## config.mk

```make
export PLATFORM = sky130hd
export DESIGN_NAME = menu_key_conditioner
export DESIGN_NICKNAME = d
export VERILOG_FILES = /design/src/rtl/menu_pkg.sv /design/src/rtl/key_debounce.sv /design/src/rtl/menu_key_conditioner.sv
export SDC_FILE = /design/constraint.sdc
export NUM_CORES = 1
export LEC_CHECK = 0
export ABC_AREA = 1
export BUFFER_PORTS_ARGS = -buffer_cell sky130_fd_sc_hd__buf_2
export CAP_MARGIN = 0
export CORE_ASPECT_RATIO = 1.75
export CORE_MARGIN = 4
export CORE_UTILIZATION = 44
export CTS_CLUSTER_SIZE = 10
export DETAILED_ROUTE_END_ITERATION = 12
export HOLD_SLACK_MARGIN = 0.03
export SKIP_LAST_GASP = 1
export SLEW_MARGIN = 30
export SYNTH_ARGS = -nofsm -noshare
export SYNTH_HDL_FRONTEND = slang
export SYNTH_SLANG_ARGS = --single-unit
```

## constraint.sdc

```tcl
create_clock -name Clock -period 2.34 [get_ports Clock]
set_clock_uncertainty 0.1 [all_clocks]
set_input_delay 0.351 -clock Clock [delete_from_list [all_inputs] [get_ports Clock]]
set_output_delay 0.351 -clock Clock [all_outputs]
set_load 0.03 [all_outputs]
```

## src/rtl/menu_pkg.sv

```systemverilog
// Shared definitions for the menu key conditioner.
// Key indices, key FSM encoding and a sizing helper.
package menu_pkg;

  localparam int KEY_ENTER = 0;
  localparam int KEY_ESC   = 1;
  localparam int KEY_RIGHT = 2;
  localparam int KEY_LEFT  = 3;

  typedef enum logic [1:0] {
    S_IDLE         = 2'd0,
    S_PRESS_WAIT   = 2'd1,
    S_HELD         = 2'd2,
    S_RELEASE_WAIT = 2'd3
  } key_state_e;

  function automatic int unsigned max3(
    input int unsigned a,
    input int unsigned b,
    input int unsigned c
  );
    int unsigned m;
    m = a;
    if (b > m) m = b;
    if (c > m) m = c;
    return m;
  endfunction

endpackage

```

## src/rtl/key_debounce.sv

```systemverilog
// One pushbutton: synchroniser, debounce FSM and
// optional auto-repeat timer producing single-cycle events.
module key_debounce
  import menu_pkg::*;
#(
  parameter int unsigned DEBOUNCE_CYCLES = 500000,
  parameter int unsigned REPEAT_DELAY    = 25000000,
  parameter int unsigned REPEAT_PERIOD   = 5000000,
  parameter bit          REPEAT_EN       = 1'b0
) (
  input  logic clk,
  input  logic rst_n,
  input  logic key_raw,
  output logic held,
  output logic fire
);

  localparam int CW =
    $clog2(max3(DEBOUNCE_CYCLES, REPEAT_DELAY,
                REPEAT_PERIOD)) + 1;

  localparam logic [CW-1:0] DB_LAST =
    CW'(DEBOUNCE_CYCLES - 1);

  logic [1:0]    sync;
  logic          pressed;
  key_state_e    state, state_n;
  logic [CW-1:0] cnt, cnt_n;
  logic          press_fire;
  logic          rep_fire;

  always_ff @(posedge clk or negedge rst_n) begin
    if (!rst_n) sync <= 2'b11;
    else        sync <= {sync[0], key_raw};
  end

  assign pressed = ~sync[1];

  always_ff @(posedge clk or negedge rst_n) begin
    if (!rst_n) begin
      state <= S_IDLE;
      cnt   <= '0;
    end else begin
      state <= state_n;
      cnt   <= cnt_n;
    end
  end

  // Counters stop at DB_LAST, so they saturate there.
  always_comb begin
    state_n    = state;
    cnt_n      = cnt;
    press_fire = 1'b0;
    unique case (state)
      S_IDLE: begin
        if (pressed) begin
          state_n = S_PRESS_WAIT;
          cnt_n   = '0;
        end
      end
      S_PRESS_WAIT: begin
        if (!pressed) begin
          state_n = S_IDLE;
        end else if (cnt >= DB_LAST) begin
          state_n    = S_HELD;
          press_fire = 1'b1;
        end else begin
          cnt_n = cnt + 1'b1;
        end
      end
      S_HELD: begin
        if (!pressed) begin
          state_n = S_RELEASE_WAIT;
          cnt_n   = '0;
        end
      end
      S_RELEASE_WAIT: begin
        if (pressed) begin
          state_n = S_HELD;
        end else if (cnt >= DB_LAST) begin
          state_n = S_IDLE;
        end else begin
          cnt_n = cnt + 1'b1;
        end
      end
      default: state_n = S_IDLE;
    endcase
  end

  generate
    if (REPEAT_EN) begin : g_rep
      localparam logic [CW-1:0] DLY_LAST =
        CW'(REPEAT_DELAY - 1);
      localparam logic [CW-1:0] PER_LAST =
        CW'(REPEAT_PERIOD - 1);

      logic [CW-1:0] rcnt;
      logic          first;
      logic [CW-1:0] limit;

      assign limit    = first ? DLY_LAST : PER_LAST;
      assign rep_fire = (state == S_HELD) &&
                        (rcnt >= limit);

      // Timer only advances in HELD; release bounces pause it.
      always_ff @(posedge clk or negedge rst_n) begin
        if (!rst_n) begin
          rcnt  <= '0;
          first <= 1'b1;
        end else if (press_fire) begin
          rcnt  <= '0;
          first <= 1'b1;
        end else if (rep_fire) begin
          rcnt  <= '0;
          first <= 1'b0;
        end else if (state == S_HELD) begin
          rcnt <= rcnt + 1'b1;
        end
      end
    end else begin : g_norep
      assign rep_fire = 1'b0;
    end
  endgenerate

  assign held = (state == S_HELD) ||
                (state == S_RELEASE_WAIT);
  assign fire = press_fire | rep_fire;

endmodule

```

## src/rtl/menu_key_conditioner.sv

```systemverilog
// Four debounced keys feeding pending flags and a
// priority arbiter that emits one command pulse per cycle.
module menu_key_conditioner
  import menu_pkg::*;
#(
  parameter int unsigned DEBOUNCE_CYCLES = 500000,
  parameter int unsigned REPEAT_DELAY    = 25000000,
  parameter int unsigned REPEAT_PERIOD   = 5000000
) (
  input  logic       Clock,
  input  logic       Resetn,
  input  logic [3:0] KeyIn,
  input  logic       Enable,
  output logic       Left,
  output logic       Right,
  output logic       Esc,
  output logic       Enter,
  output logic [3:0] KeyHeld
);

  logic [3:0] fire;
  logic [3:0] pend, pend_n;
  logic [3:0] grant;
  logic [3:0] pulse;

  for (genvar k = 0; k < 4; k++) begin : g_key
    key_debounce #(
      .DEBOUNCE_CYCLES(DEBOUNCE_CYCLES),
      .REPEAT_DELAY   (REPEAT_DELAY),
      .REPEAT_PERIOD  (REPEAT_PERIOD),
      .REPEAT_EN      (k == KEY_LEFT || k == KEY_RIGHT)
    ) u_key (
      .clk    (Clock),
      .rst_n  (Resetn),
      .key_raw(KeyIn[k]),
      .held   (KeyHeld[k]),
      .fire   (fire[k])
    );
  end

  // Several flags may be set at once, so order matters here.
  always_comb begin
    grant = '0;
    priority case (1'b1)
      pend[KEY_LEFT]:  grant[KEY_LEFT]  = 1'b1;
      pend[KEY_RIGHT]: grant[KEY_RIGHT] = 1'b1;
      pend[KEY_ENTER]: grant[KEY_ENTER] = 1'b1;
      pend[KEY_ESC]:   grant[KEY_ESC]   = 1'b1;
      default:         grant = '0;
    endcase
  end

  always_comb begin
    pend_n = '0;
    if (Enable) pend_n = (pend & ~grant) | fire;
  end

  always_ff @(posedge Clock or negedge Resetn) begin
    if (!Resetn) begin
      pend  <= '0;
      pulse <= '0;
    end else begin
      pend  <= pend_n;
      pulse <= Enable ? grant : 4'b0000;
    end
  end

  assign Left  = pulse[KEY_LEFT];
  assign Right = pulse[KEY_RIGHT];
  assign Esc   = pulse[KEY_ESC];
  assign Enter = pulse[KEY_ENTER];

endmodule

```

==> results.md, run 1 <==
- Status: finished clean
- GRT overflow: 0
- DRT Wirelength: 27790 um
- Via density: 5.094
- Synth Area in Simple Gates: 0.3949
- Final ANT Viol Nets: 0
- Cells after synthesis: 1708
- Arrival time worst endpoint: 2.49 ns
- Die area: 29350 um^2
- Final worst path period share: 0.9433
- Via count: 10.50k
- Diodes inserted: 0
- WHS Path Cells: 3
- Worst skew pair latency: 0.45 ns
- Synth area leader: dfrtp_1
- TritonCTS Buffers: 17
- Worst-path fanout max: 5
- Layout cells sized above 1: 0.09185
- Vias in the first global route: 10.33k
- Dominant cells by area after synthesis: dfrtp_1 (37%), nand2_1 (17%), nand3_1 (9.3%)
- Root Buffer: clkbuf_16
- Post-synthesis mux area share: 0
- Unrepaired setup endpoints after global routing: true
- Netlist cell types: 33
- Final core occ: 0.4978
- Initial antenna violation count: 0
- Initial Util: 0.4487
- VDD IR max: 530.2 uV
- Flop2flop setup slack: 0.13 ns
- Post-synth EDFFs: 0
- Filler cells: 2653
- Hold Path Origin: Enable
- LEAKAGE: 6.073 nW
- Synthesized area: 11690 um^2
- IO buf count: 14
- Worst Hold Slack: 0.07256 ns
- Clock slew at reported path FFs: 0.07 ns
- Routability cong.: 0.9597
- Row Count: 78
- Seq/Total Area, Yosys: 0.3906
- Setup CP Type: reg -> reg
- Core Footprint: 26060 um^2
- Syn Area/Cell: 6.846 um^2
- I/O pin count: 15
- Seq cells post-synth: 182
- MaxCap Viol Count: 0
- Slowest stage delay, CP: 0.57 ns
- Hold Vio Cnt, Final: 0
- Hold Path Sink: pulse[2]
- Async SR Flop Fraction: 1.000
- Endpoints failing setup: 0
- Post-Synth XOR/XNOR Area: 0.06667
- Post-synth top area share: 0.3681
- TritonCTS clock tree: done
- Most common cell in the synthesized netlist: nand2_1
- HPWL Detailed: 20310 um
- Crit path required time: 2.62 ns
- Pwr Density: 477.1 nW/um^2
- Most frequent CP cell: nand2_1
- Most used DFF post-synth: dfrtp_1
- Critical-path top delay cell: dfstp_2
- Reg-to-Reg End: g_key[2].u_key.g_rep.rcnt[11]
- Crit. End Element: register
- Worst R2R Path Depth: 15
- Most instantiated cells after synthesis: nand2_1 (541), nor2_1 (241), nand3_1 (218)
- Syn_nets: 1737
- First-pass GRT wire length: 48190 um
- Crit path max-delay family: simple AND/OR/NAND/NOR gates
- # clock sinks: 182
- H-tree levels: 4
- Critical Path, Cell by Cell: clkinvlp_4, buf_4, ha_4, nand2_1, inv_1, nand2_1, nand2_1, nand2_1, nand2_1, nand2_2, nand3_4, buf_4, a21oi_1, nand3_1, nand2_1
- DIE HEIGHT: 223.6 um
- Post-synthesis compound-gate area fraction: 0.04366
- Largest family of logic cells by synthesized area: simple AND/OR/NAND/NOR gates
- Total track usage: 0.1971
- Largest net degree at the start of global routing: 68
- DR WL/cell: 13.48 um
- Period minus WS final: 2.207 ns
- Startpoint types: register
- # DRC: 0
- # nets final: 1758
- Adder-Cell Fraction of Synth Area: 0.02354
- Synthesis warning total: 0
- Area Overhead vs Synth: 10.94%
- DR iter-0 viols: 437
- Worst slew margin relative to its limit: 0.6160
- Worst Hold Class: in -> reg
- Max-slew violations: 0
- Worst-margin pin slew: 0.5724 ns
- Pwr Total: 6.189 mW
- Initial DRT Pass Iterations: 5
- Width of the die: 131.2 um
- RR Startpoint: g_key[2].u_key.g_rep.first
- Fmax achieved: 453.0 MHz
- Crit path buf inv count: 4
- Clk buf depth: 2
sequential cells by signal, summed over array words and instances, names as in the netlist, named ones only:
name	cells
g_key.u_key.sync	8
g_key.u_key.g_rep.rcnt	52
pulse	4
g_key.u_key.g_rep.first	2
g_key.u_key.cnt	104
g_key.u_key.state	4
pend	4
kinds of logic after synthesis:
kind of cell / count (synthesis)
XOR/XNOR: 89
buffers and inverters: 220
flip-flops: 182
AO/OA/AOI/OAI: 100
adder cells (fa/ha/maj): 22
AND/OR/NAND/NOR: 1095
final cells by class:
type                    count  area, um^2  area share
well taps                 320       400.4     0.03087
multi-input cells        1306        6266      0.4831
inverters                 153       585.6     0.04514
flip-flops and latches    182        4567      0.3521
clock buffers              23       478.0     0.03685
clock inverters             9       67.56    0.005209
repair buffers             69       606.8     0.04678
through the flow:
step | cell area [um^2] | std cells | setup TNS, ns | worst slack, ns
global route | 12970 | 2062 | -0.7015 | -0.05116
detailed placement | 12240 | 2021 | 0 | 0.1644
floorplan | 11690 | 1708 | 0 | 0.3175
CTS | 12840 | 2058 | 0 | 0.1477
finish | 12970 | 2062 | 0 | 0.1326
global placement | 12240 | 2021 | 0 | 0.2048
worst min-delay path, cell delays in order:
cell     delay [ns]
buf_2          0.13
nand2_1        0.07
nor2_1         0.03
what timing repair did:
item | 4_1_cts | 5_1_grt
hold endpoints to repair | 42 | 0
endpoints found under the setup margin | 0 | 8
hold buffers | 5 | 0
gates resized for setup | 0 | 18
setup buffers | 0 | 3
cells in the final DEF, fill, tap and decap left out, drive strengths merged:
cell	count
buf	63
or2	4
nor3b	2
a21oi	65
nand4	26
ha	22
xor2	63
clkinv	8
clkinvlp	1
nor3	26
dfstp	10
a21o	2
nand2	551
inv	153
nand3b	2
o21ai	31
dfrtp	172
dlygate4sd3	5
clkbuf	24
nor2	261
nand3	223
xnor2	26
o21bai	2
how the worst max path moves through the flow:
stage                          startpoint                       endpoint  slack [ns]  cells after the start
5_1_grt        g_key[2].u_key.g_rep.first   g_key[2].u_key.g_rep.rcnt[2]       -0.05                     15
3_3_place_gp       g_key[2].u_key.cnt[14]  g_key[2].u_key.g_rep.rcnt[18]        0.20                     11
3_5_place_dp   g_key[2].u_key.g_rep.first  g_key[2].u_key.g_rep.rcnt[10]        0.16                     12
2_1_floorplan  g_key[2].u_key.g_rep.first  g_key[2].u_key.g_rep.rcnt[20]        0.32                     12
6_report       g_key[2].u_key.g_rep.first  g_key[2].u_key.g_rep.rcnt[11]        0.13                     15
4_1_cts        g_key[2].u_key.g_rep.first  g_key[2].u_key.g_rep.rcnt[10]        0.15                     12
power breakdown:
part	switching, mW	internal (mW)
Sequential	0.0333	3.19
Combinational	0.197	0.0839
Clock	1.24	1.45
Total	1.47	4.72
routing by layer:
metal,GRT usage,wire [um]
met4,0.09393,980
met2,0.3795,15240
met1,0.2103,10970
met3,0.02742,603
met5,0,0
Note: power is estimated with default switching activity, not from simulation.
==> run 2, diff against run 1 <==
--- a/config.mk
+++ b/config.mk
@@ -10,10 +10,11 @@
 export CAP_MARGIN = 0
 export CORE_ASPECT_RATIO = 1.75
 export CORE_MARGIN = 4
-export CORE_UTILIZATION = 44
+export CORE_UTILIZATION = 50
 export CTS_CLUSTER_SIZE = 10
 export DETAILED_ROUTE_END_ITERATION = 12
 export HOLD_SLACK_MARGIN = 0.03
+export PLACE_DENSITY = 0.66
 export SKIP_LAST_GASP = 1
 export SLEW_MARGIN = 30
 export SYNTH_ARGS = -nofsm -noshare
==> run 2 against run 1 <==
Against the previous run: core utilization is 6.3 points higher; final cell count shrank 1.6%; first-iteration DRC count increased by 25%; critical endpoint is now g_key[2].u_key.g_rep.rcnt[8]; non-clock buffer count shrank 12; register-to-register slack improved by 0.03 ns; maximum frequency grew 1.3%; sequential cell count unchanged; wire length shrank 2.1%; hold slack worse by 0.0092 ns; critical path type unchanged.
==> results.md, run 2 (synthesis results as in run 1) <==
- Startpoint types: register
- Initial antenna violation count: 0
- Crit. End Element: register
- GRT overflow: 0
- Width of the die: 123.6 um
- Clk buf depth: 2
- Max-slew violations: 0
- Crit path required time: 2.57 ns
- HPWL Detailed: 19580 um
- Commonest non-fill, non-tap cell in the layout: nand2_1
- Worst-path fanout max: 16
- Sw Share: 0.2424
- Pwr Density: 495.1 nW/um^2
- Largest registers: g_key.u_key.cnt: 104 flops, g_key.u_key.g_rep.rcnt: 52 flops, g_key.u_key.sync: 8 flops
- IO buf count: 14
- Via density: 5.146
- Largest register FFs: 104
- Worst skew pair latency: 0.45 ns
- DR WL/cell: 13.41 um
- # clock sinks: 182
- Total track usage: 0.2215
- Worst Hold Slack: 0.06334 ns
- Period minus WS final: 2.178 ns
- Combinational Power Share: 0.042
- Sw Pwr: 1.537 mW
- # nets final: 1746
- Largest net degree at the start of global routing: 61
- Layout cells sized above 1: 0.08035
- H-tree levels: 4
- Initial DRT Pass Iterations: 5
- DP Worst Slack: 0.1318 ns
- DRT Wirelength: 27220 um
- # DRC: 0
- TritonCTS Buffers: 17
- I/O pin count: 15
- Die area: 25990 um^2
- WHS Path Cells: 3
- Worst slew margin relative to its limit: 0.6118
- Hold Path Sink: pulse[3]
- Final ANT Viol Nets: 0
- TritonCTS clock tree: done
- Flop pwr share: 0.509
- First-pass GRT wire length: 46780 um
- Area Overhead vs Synth: 9.513%
- Status: finished clean
- Setup ws final: 0.1618 ns
- MaxCap Viol Count: 0
- Hold Vio Cnt, Final: 0
- Worst-margin pin slew: 0.5787 ns
- Final worst path period share: 0.9309
- DIE HEIGHT: 210.3 um
- DR iter-0 viols: 546
- Reg with most FFs: g_key.u_key.cnt
- Diodes inserted: 0
- Clock slew at reported path FFs: 0.07 ns
- Setup TNS: 0 ns
- Final core occ: 0.5608
- Setup CP Type: reg -> reg
- Unrepaired setup endpoints after global routing: true
- Worst Hold Class: in -> reg
- Endpoints failing setup: 0
- Clock power frac: 0.449
- Vias in the first global route: 10.12k
- Hold Path Origin: Enable
- Routability cong.: 0.9273
- Finished Cell Area: 12800 um^2
- Area of placed instances: 12170 um^2
- Core Footprint: 22830 um^2
- LEAKAGE: 6.021 nW
- Initial Util: 0.5121
- Reg-to-Reg End: g_key[2].u_key.g_rep.rcnt[8]
- Via count: 10.45k
- Root Buffer: clkbuf_16
- Arrival time worst endpoint: 2.41 ns
- Fmax achieved: 459.1 MHz
- RR Startpoint: g_key[2].u_key.g_rep.first
- Row Count: 73
- Cell Int Power: 4.803 mW
- VDD IR max: 539.1 uV
- Commonest cells after routing, fill and taps aside: nand2_1 (541), nor2_1 (241), nand3_1 (218)
- Flop2flop setup slack: 0.16 ns
- Worst R2R Path Depth: 12
## run 2: cell types whose count changed in the layout (fill, tap and decap cells not counted), sizes merged
| cell | previous run | this run |
|---|---|---|
| clkbuf | 24 | 21 |
| buf | 63 | 51 |
| inv | 153 | 155 |
| bufinv | 0 | 1 |
| clkinvlp | 1 | 2 |
| clkinv | 8 | 7 |
## run 2: area by class of cell
| class | count | area, um^2 |
|---|---|---|
| well taps | 300 | 375.4 |
| flip-flops and latches | 182 | 4567 |
| inverters | 153 | 581.8 |
| multi-input cells | 1306 | 6187 |
| clock buffers | 20 | 456.7 |
| fillers | 2226 | 10030 |
| repair buffers | 57 | 518.0 |
| clock inverters | 12 | 118.9 |
## run 2: how the worst max path moves through the flow
stage                                     from                       endpoint
floorplan           g_key[2].u_key.g_rep.first  g_key[2].u_key.g_rep.rcnt[20]
CTS                 g_key[2].u_key.g_rep.first   g_key[2].u_key.g_rep.rcnt[8]
finish              g_key[2].u_key.g_rep.first   g_key[2].u_key.g_rep.rcnt[8]
global route        g_key[2].u_key.g_rep.first   g_key[2].u_key.g_rep.rcnt[8]
detailed placement  g_key[2].u_key.g_rep.first   g_key[2].u_key.g_rep.rcnt[8]
global placement    g_key[2].u_key.g_rep.first   g_key[2].u_key.g_rep.rcnt[8]
## run 2: critical path, cell delays in order (launching register included)
cell and delay, ns:
dfstp_2 0.55, inv_1 0.13, ha_1 0.33, nand2_1 0.06
nor2_1 0.14, nand2_1 0.07, nor2_1 0.10, nand2_1 0.07
nand3_2 0.09, buf_6 0.18, a21oi_1 0.09, nand3_1 0.09
nand2_1 0.07
## run 2: timing repair
action	in CTS	in global routing
hold buffers	5	0
endpoints found under the hold margin	56	0
endpoints found under the setup margin	0	13
resized for setup	0	2
buffers inserted	0	0
## run 2: layer usage
layer / vias to the layer above / track usage / wire length [um]
li1: 5406 / - / -
met1: 4788 / 0.2537 / 11160
met2: 179 / 0.3930 / 14210
met3: 73 / 0.03490 / 750
met4: 0 / 0.1086 / 1095
met5: - / 0 / 0
## run 2: power by group through the flow
stage	combinational [mW]	clock [mW]	sequential, mW
floorplan	0.144	0	3.28
global placement	0.265	0	3.28
detailed placement	0.268	0	3.28
CTS	0.276	2.93	3.22
global route	0.310	3.07	3.23
finish	0.268	2.85	3.22
## run 2: per-stage QoR
step,power (mW),instances
floorplan,3.419,1708
global route,6.609,2030
global placement,3.548,1993
finish,6.340,2030
detailed placement,3.552,1993
CTS,6.429,2030
==> run 3, diff against run 2 <==
--- a/config.mk
+++ b/config.mk
@@ -10,11 +10,11 @@
 export CAP_MARGIN = 0
 export CORE_ASPECT_RATIO = 1.75
 export CORE_MARGIN = 4
-export CORE_UTILIZATION = 50
+export CORE_UTILIZATION = 45
 export CTS_CLUSTER_SIZE = 10
 export DETAILED_ROUTE_END_ITERATION = 12
 export HOLD_SLACK_MARGIN = 0.03
-export PLACE_DENSITY = 0.66
+export RECOVER_POWER = 50
 export SKIP_LAST_GASP = 1
 export SLEW_MARGIN = 30
 export SYNTH_ARGS = -nofsm -noshare
==> run 3 against run 2 <==
Against the previous run: first-iteration DRC count decreased by 0.92%; highest routed layer unchanged; clock-buffer cell count decreased by 3; non-clock buffer count is 4 higher; global-route usage is 1.5 points lower; via count barely moved; largest power group unchanged; final cell count rose by 0.99%; critical path depth fell by 1; sequential power barely moved; setup slack improved by 0.018 ns; wire length up 4.8%; sequential cell count unchanged; cell area rose by 0.39%.
==> results.md, run 3 (synthesis results as in run 1) <==
- DRT Wirelength: 28510 um
- DIE HEIGHT: 221.2 um
- Area Overhead vs Synth: 9.941%
- Final core occ: 0.5054
- IO buf count: 14
- Commonest cells after routing, fill and taps aside: nand2_1 (541), nor2_1 (240), nand3_1 (218)
- Initial antenna violation count: 0
- VDD IR max: 533.3 uV
- Arrival time worst endpoint: 2.43 ns
- Clock slew at reported path FFs: 0.07 ns
- Worst Hold Class: in -> reg
- TritonCTS Buffers: 17
- Total track usage: 0.2061
- Reg-to-Reg End: pend[3]
- Setup CP Type: reg -> reg
- Layout cells sized above 1: 0.08362
- Reg with most FFs: g_key.u_key.cnt
- WHS Path Cells: 3
- DP Worst Slack: 0.1796 ns
- Setup TNS: 0 ns
- Finished Cell Area: 12850 um^2
- Area of placed instances: 12260 um^2
- Worst-margin pin slew: 1.402 ns
- TritonCTS clock tree: done
- Commonest non-fill, non-tap cell in the layout: nand2_1
- Initial Util: 0.4597
- Die area: 28730 um^2
- Clk buf depth: 2
- DR iter-0 viols: 541
- Width of the die: 129.9 um
- RR Startpoint: g_key[3].u_key.g_rep.first
- # DRC: 0
- Endpoints failing setup: 0
- # clock sinks: 182
- Flop2flop setup slack: 0.18 ns
- Final worst path period share: 0.9230
- Unrepaired setup endpoints after global routing: false
- MaxCap Viol Count: 0
- Largest register FFs: 104
- Startpoint types: register
- Hold Vio Cnt, Final: 0
- Vias in the first global route: 10.10k
- DR WL/cell: 13.91 um
- First-pass GRT wire length: 48040 um
- H-tree levels: 4
- Pwr Density: 488.5 nW/um^2
- Status: finished clean
- Post-CTS setup buffer count: 0
- Setup ws final: 0.1802 ns
- Row Count: 77
- Routability cong.: 0.9172
- GRT overflow: 0
- Final ANT Viol Nets: 0
- Largest registers: g_key.u_key.cnt: 104 flops, g_key.u_key.g_rep.rcnt: 52 flops, g_key.u_key.sync: 8 flops
- Hold Path Sink: pulse[2]
- Fmax achieved: 463.0 MHz
- Crit path required time: 2.61 ns
- Worst slew margin relative to its limit: 0.06512
- I/O pin count: 15
- Period minus WS final: 2.160 ns
- Max-slew violations: 0
- Worst R2R Path Depth: 11
- Hold Path Origin: Enable
- Via count: 10.44k
- Core Footprint: 25430 um^2
- HPWL Detailed: 20880 um
- # nets final: 1750
- Diodes inserted: 0
- Largest net degree at the start of global routing: 55
- Initial DRT Pass Iterations: 7
- Worst skew pair latency: 0.45 ns
- LEAKAGE: 6.033 nW
- Crit. End Element: register
- Root Buffer: clkbuf_16
- Worst-path fanout max: 14
- Via density: 5.095
[run 3: cell types whose count changed in the layout (fill, tap and decap cells not counted), moves of 2 or more]
cell | before | now
clkbuf_8 | 3 | 0
buf_12 | 8 | 10
inv_8 | 1 | 4
inv_6 | 4 | 6
[run 3: per-layer routing]
layer  global-route usage  vias to the layer above  part of all wire
li1                     -                     5415                 -
met1               0.2189                     4824              0.39
met2               0.3867                      129              0.55
met3              0.02920                       76             0.020
met4              0.09966                        0             0.043
met5                    0                        -                 0
[run 3: worst max path at each step]
stage | start | endpoint | slack [ns] | cells after the start
6_report | g_key[3].u_key.g_rep.first | pend[3] | 0.18 | 11
2_1_floorplan | g_key[2].u_key.g_rep.first | g_key[2].u_key.g_rep.rcnt[20] | 0.32 | 12
4_1_cts | g_key[2].u_key.g_rep.first | g_key[2].u_key.g_rep.rcnt[1] | 0.16 | 12
3_5_place_dp | g_key[2].u_key.g_rep.first | g_key[2].u_key.g_rep.rcnt[1] | 0.18 | 12
3_3_place_gp | g_key[3].u_key.g_rep.first | pend[3] | 0.20 | 11
5_1_grt | g_key[3].u_key.g_rep.first | pend[3] | 0.01 | 11
[run 3: final cells by class]
| class | count | area, um^2 |
|---|---|---|
| Inverter | 153 | 581.8 |
| Clock buffer | 17 | 425.4 |
| Clock inverter | 15 | 135.1 |
| Multi-Input combinational cell | 1306 | 6190 |
| Timing Repair Buffer | 61 | 560.5 |
| Tap cell | 316 | 395.4 |
| Sequential cell | 182 | 4567 |
| Fill cell | 2648 | 12580 |
[run 3: stage by stage]
| stage | total power, mW | hold WS (ns) | std cells |
|---|---|---|---|
| global placement | 3.548 | 0.2459 | 2013 |
| detailed placement | 3.552 | 0.2475 | 2013 |
| finish | 6.280 | 0.06703 | 2050 |
| CTS | 6.405 | 0.04335 | 2050 |
| floorplan | 3.419 | -0.04459 | 1708 |
| global route | 6.558 | 0.07307 | 2050 |
[run 3: what timing repair did]
| action | 4_1_cts | 5_1_grt |
|---|---|---|
| hold buffers | 5 | 0 |
| resized for setup | 0 | 3 |
| endpoints found under the setup margin | 0 | 29 |
| endpoints found under the hold margin | 47 | 0 |
[run 3: worst max-delay path, stage by stage, from the launching register on]
cell	delay, ns
dfstp_2	0.56
inv_1	0.12
ha_1	0.34
nand2_1	0.06
nor2_1	0.10
nand2_1	0.09
nor2_1	0.11
nand2_1	0.07
nand3_2	0.13
buf_12	0.15
nand2_1	0.07
a21oi_1	0.18
[run 3: power by group]
group          total, mW  internal (mW)  switching (mW)  leakage [nW]
Clock               2.80           1.41            1.39         0.273
Sequential          3.22           3.18          0.0388          2.49
Combinational      0.261         0.0726           0.188          3.27
Total               6.28           4.66            1.62          6.03
